File: config.mk
export PLATFORM = sky130hd
export DESIGN_NAME = random_multi_gen
export DESIGN_NICKNAME = d
export VERILOG_FILES = /design/src/rtl/random_multi_gen.sv
export SDC_FILE = /design/constraint.sdc
export NUM_CORES = 1
export LEC_CHECK = 0
export CAP_MARGIN = 20
export CORE_ASPECT_RATIO = 0.9
export CORE_UTILIZATION = 50
export DETAILED_ROUTE_END_ITERATION = 8
export GPL_TIMING_DRIVEN = 1
export HOLD_SLACK_MARGIN = 0.02
export PLACE_DENSITY_LB_ADDON = 0.15
export SLEW_MARGIN = 20
export SYNTH_ARGS = -nofsm -noshare
export SYNTH_HDL_FRONTEND = slang
export SYNTH_SLANG_ARGS = --single-unit
File: constraint.sdc
create_clock -name clk -period 4.4 [get_ports clk]
set_input_delay 0.44 -clock clk [delete_from_list [all_inputs] [get_ports clk]]
set_output_delay 0.44 -clock clk [all_outputs]
set_load 0.01 [all_outputs]
File: src/rtl/random_multi_gen.sv
// Multi-channel random value source: per-channel rising-edge requests served from a
// free-running wrap counter (MODE=0) or a shared 16-bit LFSR with rejection sampling (MODE=1).
`timescale 1ns/1ps
module random_multi_gen #(
  parameter int          NUM_CH    = 4,
  parameter int          WIDTH     = 6,
  parameter int          MIN_VAL   = 0,
  parameter int          MAX_VAL   = 63,
  parameter int          MODE      = 1,
  parameter logic [15:0] SEED      = 16'hACE1,
  parameter int          MAX_TRIES = 4
) (
  input  logic                    clk,
  input  logic                    resetN,
  input  logic                    enable,
  input  logic                    seed_load,
  input  logic [15:0]             seed_in,
  input  logic [NUM_CH-1:0]       rise,
  output logic [NUM_CH*WIDTH-1:0] dout,
  output logic [NUM_CH-1:0]       valid,
  output logic [NUM_CH-1:0]       busy
);

  localparam logic [WIDTH-1:0] MIN_W     = WIDTH'(MIN_VAL);
  localparam logic [WIDTH-1:0] MID_W     = WIDTH'((MIN_VAL + MAX_VAL) / 2);
  localparam logic [3:0]       TRIES_MAX = 4'(MAX_TRIES);

  typedef enum logic {IDLE, RETRY} state_e;

  logic [WIDTH-1:0]        cnt_q, cnt_d;
  logic [15:0]             lfsr_q, lfsr_d;
  logic                    fb;
  logic [NUM_CH-1:0]       rise_q;
  logic                    armed_q;
  logic [NUM_CH-1:0]       edge_w;
  logic [NUM_CH*WIDTH-1:0] dout_q, dout_d;
  logic [NUM_CH-1:0]       valid_q, valid_d;
  state_e                  state_q [NUM_CH];
  state_e                  state_d [NUM_CH];
  logic [3:0]              tries_q [NUM_CH];
  logic [3:0]              tries_d [NUM_CH];
  logic [WIDTH-1:0]        cand    [NUM_CH];

  function automatic logic in_range(input logic [WIDTH-1:0] v);
    return (int'(v) >= MIN_VAL) && (int'(v) <= MAX_VAL);
  endfunction

  assign fb = lfsr_q[15] ^ lfsr_q[13] ^ lfsr_q[12] ^ lfsr_q[10];

  // armed_q masks the first cycle after reset so a line held high through reset is not an edge
  assign edge_w = rise & ~rise_q & {NUM_CH{armed_q}};

  always_comb begin
    cnt_d = (int'(cnt_q) >= MAX_VAL) ? MIN_W : cnt_q + 1'b1;
    if (!enable) cnt_d = cnt_q;
    if (seed_load)   lfsr_d = (seed_in == 16'd0) ? SEED : seed_in;
    else if (enable) lfsr_d = {lfsr_q[14:0], fb};
    else             lfsr_d = lfsr_q;
  end

  always_comb begin : cand_gen
    logic [31:0] dbl;
    dbl = '0;
    for (int i = 0; i < NUM_CH; i++) begin
      dbl     = {lfsr_q, lfsr_q} << ((3 * i) % 16);
      cand[i] = dbl[16 +: WIDTH];
    end
  end

  always_comb begin
    dout_d  = dout_q;
    valid_d = '0;
    state_d = state_q;
    tries_d = tries_q;
    for (int i = 0; i < NUM_CH; i++) begin
      if (MODE == 0) begin
        if (edge_w[i]) begin
          dout_d[i*WIDTH +: WIDTH] = cnt_q;
          valid_d[i]               = 1'b1;
        end
      end else begin
        case (state_q[i])
          IDLE: begin
            if (edge_w[i]) begin
              if (in_range(cand[i])) begin
                dout_d[i*WIDTH +: WIDTH] = cand[i];
                valid_d[i]               = 1'b1;
              end else begin
                state_d[i] = RETRY;
                tries_d[i] = 4'd1;
              end
            end
          end
          RETRY: begin
            if (in_range(cand[i])) begin
              dout_d[i*WIDTH +: WIDTH] = cand[i];
              valid_d[i]               = 1'b1;
              state_d[i]               = IDLE;
              tries_d[i]               = 4'd0;
            end else if (tries_q[i] == TRIES_MAX) begin
              // out of retries: the counter value is always in range
              dout_d[i*WIDTH +: WIDTH] = cnt_q;
              valid_d[i]               = 1'b1;
              state_d[i]               = IDLE;
              tries_d[i]               = 4'd0;
            end else begin
              tries_d[i] = tries_q[i] + 4'd1;
            end
          end
          default: state_d[i] = IDLE;
        endcase
      end
    end
  end

  always_ff @(posedge clk) begin
    if (!resetN) begin
      cnt_q   <= MIN_W;
      lfsr_q  <= SEED;
      rise_q  <= '0;
      armed_q <= 1'b0;
      dout_q  <= {NUM_CH{MID_W}};
      valid_q <= '0;
      for (int i = 0; i < NUM_CH; i++) begin
        state_q[i] <= IDLE;
        tries_q[i] <= 4'd0;
      end
    end else begin
      cnt_q   <= cnt_d;
      lfsr_q  <= lfsr_d;
      rise_q  <= rise;
      armed_q <= 1'b1;
      dout_q  <= dout_d;
      valid_q <= valid_d;
      state_q <= state_d;
      tries_q <= tries_d;
    end
  end

  always_comb begin
    busy = '0;
    for (int i = 0; i < NUM_CH; i++) busy[i] = (state_q[i] == RETRY);
  end

  assign dout  = dout_q;
  assign valid = valid_q;

endmodule

After elaboration in Yosys (flattened, before gate mapping)

Index checks and enable logic that the tools add are counted.

Register bits after elaboration: 49
Output and inout bits: 32
Bits of input ports: 24
Logic and storage cells: 28

Bitwise operators: 6
Multiplexer cells: 12
Reductions and logical operators: 2

Operator list:

| operator           | number |
|---|---|
| 16-bit 2-to-1 mux  | 3 |
| 6-bit 2-to-1 mux   | 4 |
| 16-bit logical NOT | 1 |
| 4-bit AND          | 2 |
| 1-bit 2-to-1 mux   | 5 |
| 4-bit NOT          | 1 |
| 1-bit bitwise XOR  | 3 |
| 2-bit nonzero test | 1 |

Longest topological paths before layout

Depth in word-level cells: 5
Depth in mapped cells: 6
Depth with buffers taken out: 4

Worst setup path before layout

No wires, ideal clock.

Path type: input to register
From: in seed_in[10]
To: reg lfsr_q[13]
Stages: 4
Required time: 4.339 ns
Setup time: 0.061 ns
Arrival time: 1.677 ns
Path buffers: 0
Setup slack: 2.662 ns
Cells stage by stage: or4_4 o41ai_4 o22ai_1 nand2_1

Cells in the longest elaborated chain, start to end: 3

Ends and longest elaborated chain:

| item                            | line | text |
|---|---|---|
| start, declared                 | 17   | `input logic [15:0] seed_in,` |
| 16-bit logical NOT              | 56   | `if (seed_load) lfsr_d = (seed_in == 16'd0) ? SEED : seed_in;` |
| 16-bit 2-to-1 mux (2 in series) | 56   |  |
| end signal, assigned            | 130  | `lfsr_q <= lfsr_d;` |
| end, declared                   | 31   | `logic [15:0] lfsr_q, lfsr_d;` |

Every way passes these cells.
A chain may end at the register's enable or synchronous reset.

Worst setup path in the final report

Ends and elaborated chain as after synthesis.

==> results.sh <==
export IMPL_die_x_um=67.42
export IMPL_max_transition_viols_final=0
export IMPL_grt_start_max_net_pins=35
export IMPL_syn_avg_cell_area_um2=9.676
export IMPL_cts_buffers=5
export IMPL_area_growth_pct=32.68
export IMPL_synth_area_top_cells="sky130_fd_sc_hd__dfxtp_1, sky130_fd_sc_hd__mux2i_1, sky130_fd_sc_hd__nand2_1"
export IMPL_syn_cell_area_um2=1926
export IMPL_worst_setup_hold_path_clk_slew_ns=0.09
export IMPL_dp_final_hpwl_um=2621
export IMPL_drv_max_cap_violation_count=0
export IMPL_yosys_register_bits=49
export IMPL_grt_first_pass_wirelength_um=6334
export IMPL_post_synth_num_cell_types=23
export IMPL_detailroute_via_count=1521
export IMPL_insertion_delay_ns=0.30
export IMPL_wire_per_inst_um=13.29
export IMPL_initial_core_util_pct=51.98
export IMPL_grt_met1_usage_pct=27.78
export IMPL_worstSetupPathType="in -> reg"
export IMPL_overflow_left_after_global_routing=0
export IMPL_grt_most_used_layer="met2"
export IMPL_synth_top_area_share_pct=50.94
export IMPL_outcome="completed"
export IMPL_final_antenna_net_count=0
export IMPL_grt_setup_unrepaired="no"
export IMPL_timing_clock_skew_ns=0.005349
export IMPL_power_per_cell_area_nw_per_um2=372.4
export IMPL_critPathLaunchType="input port"
export IMPL_timing_worst_slew_pin_value_ns=0.9213
export IMPL_cts_tree="yes"
export IMPL_final_period_utilization_pct=46.11
export IMPL_netlist_instances=199
export IMPL_worstPathMaxFanout=8
export IMPL_drt_initial_drc_count=79
export IMPL_finalWeightedCongestion=0.7692
export IMPL_fillers=307
export IMPL_wl_um=3895
export IMPL_synth_yosys_seq_area_share_pct=50.94
export IMPL_grt_antenna_before_repair=0
export IMPL_hold_viol=0
export IMPL_cts_repair_resized=0
export IMPL_maxClockFrequency_mhz=492.9
export IMPL_yosys_warnings=0
export IMPL_vdd_ir_drop_max_v=0.0002275
export IMPL_groute_usage_overall_pct=21.16
export IMPL_critPathCaptureType="register"
export IMPL_grt_met2_usage_pct=33.71
export IMPL_first_global_vias=1366
export IMPL_port_buffers=51
export IMPL_clock_path_buffers=2
export IMPL_cts_post_setup_buffers_inserted=0
export IMPL_first_pass_iters=4
export IMPL_drive_above_1_share_pct=8.097
export IMPL_hold_path_class="reg -> reg"
export IMPL_detail_route_drc_violations=0
export IMPL_seq_area_um2=980.9
export IMPL_vias_per_cell=5.191
export IMPL_fin_nets=270
export IMPL_cts_sinks=49
export IMPL_cp_data_arrival_time_ns=2.27
export IMPL_timing_critical_path_required_ns=4.64
export IMPL_htree_levels=2
export IMPL_hold_buffers=0
export IMPL_gr_usage_met3_pct=4.699
export IMPL_worst_slew_margin_rel_pct=38.39
export IMPL_io_pin_count=56
export IMPL_antenna_cells=0
export IMPL_power_static_leakage_nw=1.129
export IMPL_finalCriticalPeriod_ns=2.029
export IMPL_yosys_area_top_type="sky130_fd_sc_hd__dfxtp_1"
export IMPL_core_region_area_um2=3705
export IMPL_placed_cell_area_um2=2439
export IMPL_die_area_um2=4104
export IMPL_report_final_setup_viol=0
export IMPL_multi_input_gate_area_um2=878.3
export IMPL_final_cell_area_um2=2555
export IMPL_floorplan_die_height_um=60.88
export IMPL_cts_root_buf="sky130_fd_sc_hd__clkbuf_8"
export IMPL_row_count=21
export IMPL_setup_total_negative_slack_ns=0
## critical path, stage by stage
cell and delay [ns]:
sky130_fd_sc_hd__clkdlybuf4s50_1 0.44, sky130_fd_sc_hd__or4_4 0.56, sky130_fd_sc_hd__o41ai_4 0.57, sky130_fd_sc_hd__o22ai_1 0.16
sky130_fd_sc_hd__nand2_1 0.10
## cells by family (layout without fill, tap and decap cells)
family,Yosys count,in the layout,synth area share (%)
xor+xnor,3,3,1.365
simple gates,78,78,19.04
compound gates,19,19,6.823
mux,33,33,17.61
buf+inv,16,61,4.028
other cells,1,4,0.1947
flops,49,49,50.94
## final timing paths
| check | cells past startpoint | to | startpoint | slack [ns] |
|---|---|---|---|---|
| worst max-delay path | 5 | lfsr_q[13]$_SDFFE_PN1P_ | seed_in[10] | 2.37 |
| worst min-delay path | 2 | dout[17]$_SDFFE_PN0P_ | dout[17]$_SDFFE_PN0P_ | 0.46 |
| worst max register to register | 4 | lfsr_q[0]$_SDFFE_PN1P_ | lfsr_q[13]$_SDFFE_PN1P_ | 3.12 |
| worst min register to register | 2 | dout[17]$_SDFFE_PN0P_ | dout[17]$_SDFFE_PN0P_ | 0.46 |
## per-layer routing
| layer | vias to the layer above | wire length, um |
|---|---|---|
| met1 | 705 | 1891 |
| met3 | 5 | 194 |
| met4 | 0 | 43 |
| li1 | 763 | - |
| met5 | - | 0 |
| met2 | 48 | 1766 |
## layout make-up
class                           instances  area share, %
Clock buffer                            7          3.379
Clock inverter                          1          1.175
Inverter                                1         0.1469
Multi-Input combinational cell        137          34.38
Sequential cell                        49          38.39
Tap cell                               46          2.253
Timing Repair Buffer                   52          20.27
## flip-flops by register name (all words and copies together) (netlist names)
signal and cells:
dout 24, lfsr_q 16, rise_q 4, valid 4, armed_q 1
## per-stage QoR
stage	setup WS, ns	hold WS, ns	power [mW]	cells	utilization, %
finish	2.371	0.4627	0.9514	293	68.96
global route	2.313	0.4821	0.9951	293	68.96
CTS	2.389	0.4650	0.9561	293	68.96
detailed placement	2.059	0.4528	0.6324	285	65.82
global placement	2.107	0.4541	0.6305	285	65.82
floorplan	2.662	0.4584	0.5726	202	-
## cell usage after synthesis
cell and count:
sky130_fd_sc_hd__o22ai_1 7, sky130_fd_sc_hd__nand2_1 35, sky130_fd_sc_hd__o32a_1 1, sky130_fd_sc_hd__or4_1 1, sky130_fd_sc_hd__or4_4 3, sky130_fd_sc_hd__conb_1 1
sky130_fd_sc_hd__nand2b_1 1, sky130_fd_sc_hd__and2_1 4, sky130_fd_sc_hd__nor2_1 22, sky130_fd_sc_hd__or2_2 1, sky130_fd_sc_hd__inv_1 1, sky130_fd_sc_hd__xnor2_1 3
sky130_fd_sc_hd__buf_2 2, sky130_fd_sc_hd__mux2_2 7, sky130_fd_sc_hd__buf_4 4, sky130_fd_sc_hd__clkbuf_1 9, sky130_fd_sc_hd__nand3b_1 3, sky130_fd_sc_hd__nand3_1 5
sky130_fd_sc_hd__and3b_1 3, sky130_fd_sc_hd__dfxtp_1 49, sky130_fd_sc_hd__o41ai_4 1, sky130_fd_sc_hd__mux2i_1 26, sky130_fd_sc_hd__a21oi_1 10
## where the power goes
part           leakage [nW]  switching (mW)  internal (mW)
sequential            0.404          0.0183          0.469
combinational         0.667          0.0593         0.0767
clock                0.0585           0.143          0.185
total                  1.13           0.221          0.731
## cell usage in the layout (no fill, tap or decap), drive strengths merged, types with 5 or more instances in the layout
cell type	Yosys	routed
o22ai	7	7
mux2i	26	26
clkdlybuf4s50	0	51
dfxtp	49	49
a21oi	10	10
mux2	7	7
nor2	22	22
nand2	35	35
clkbuf	9	7
nand3	5	5
Note: power is estimated with default switching activity, not from simulation.
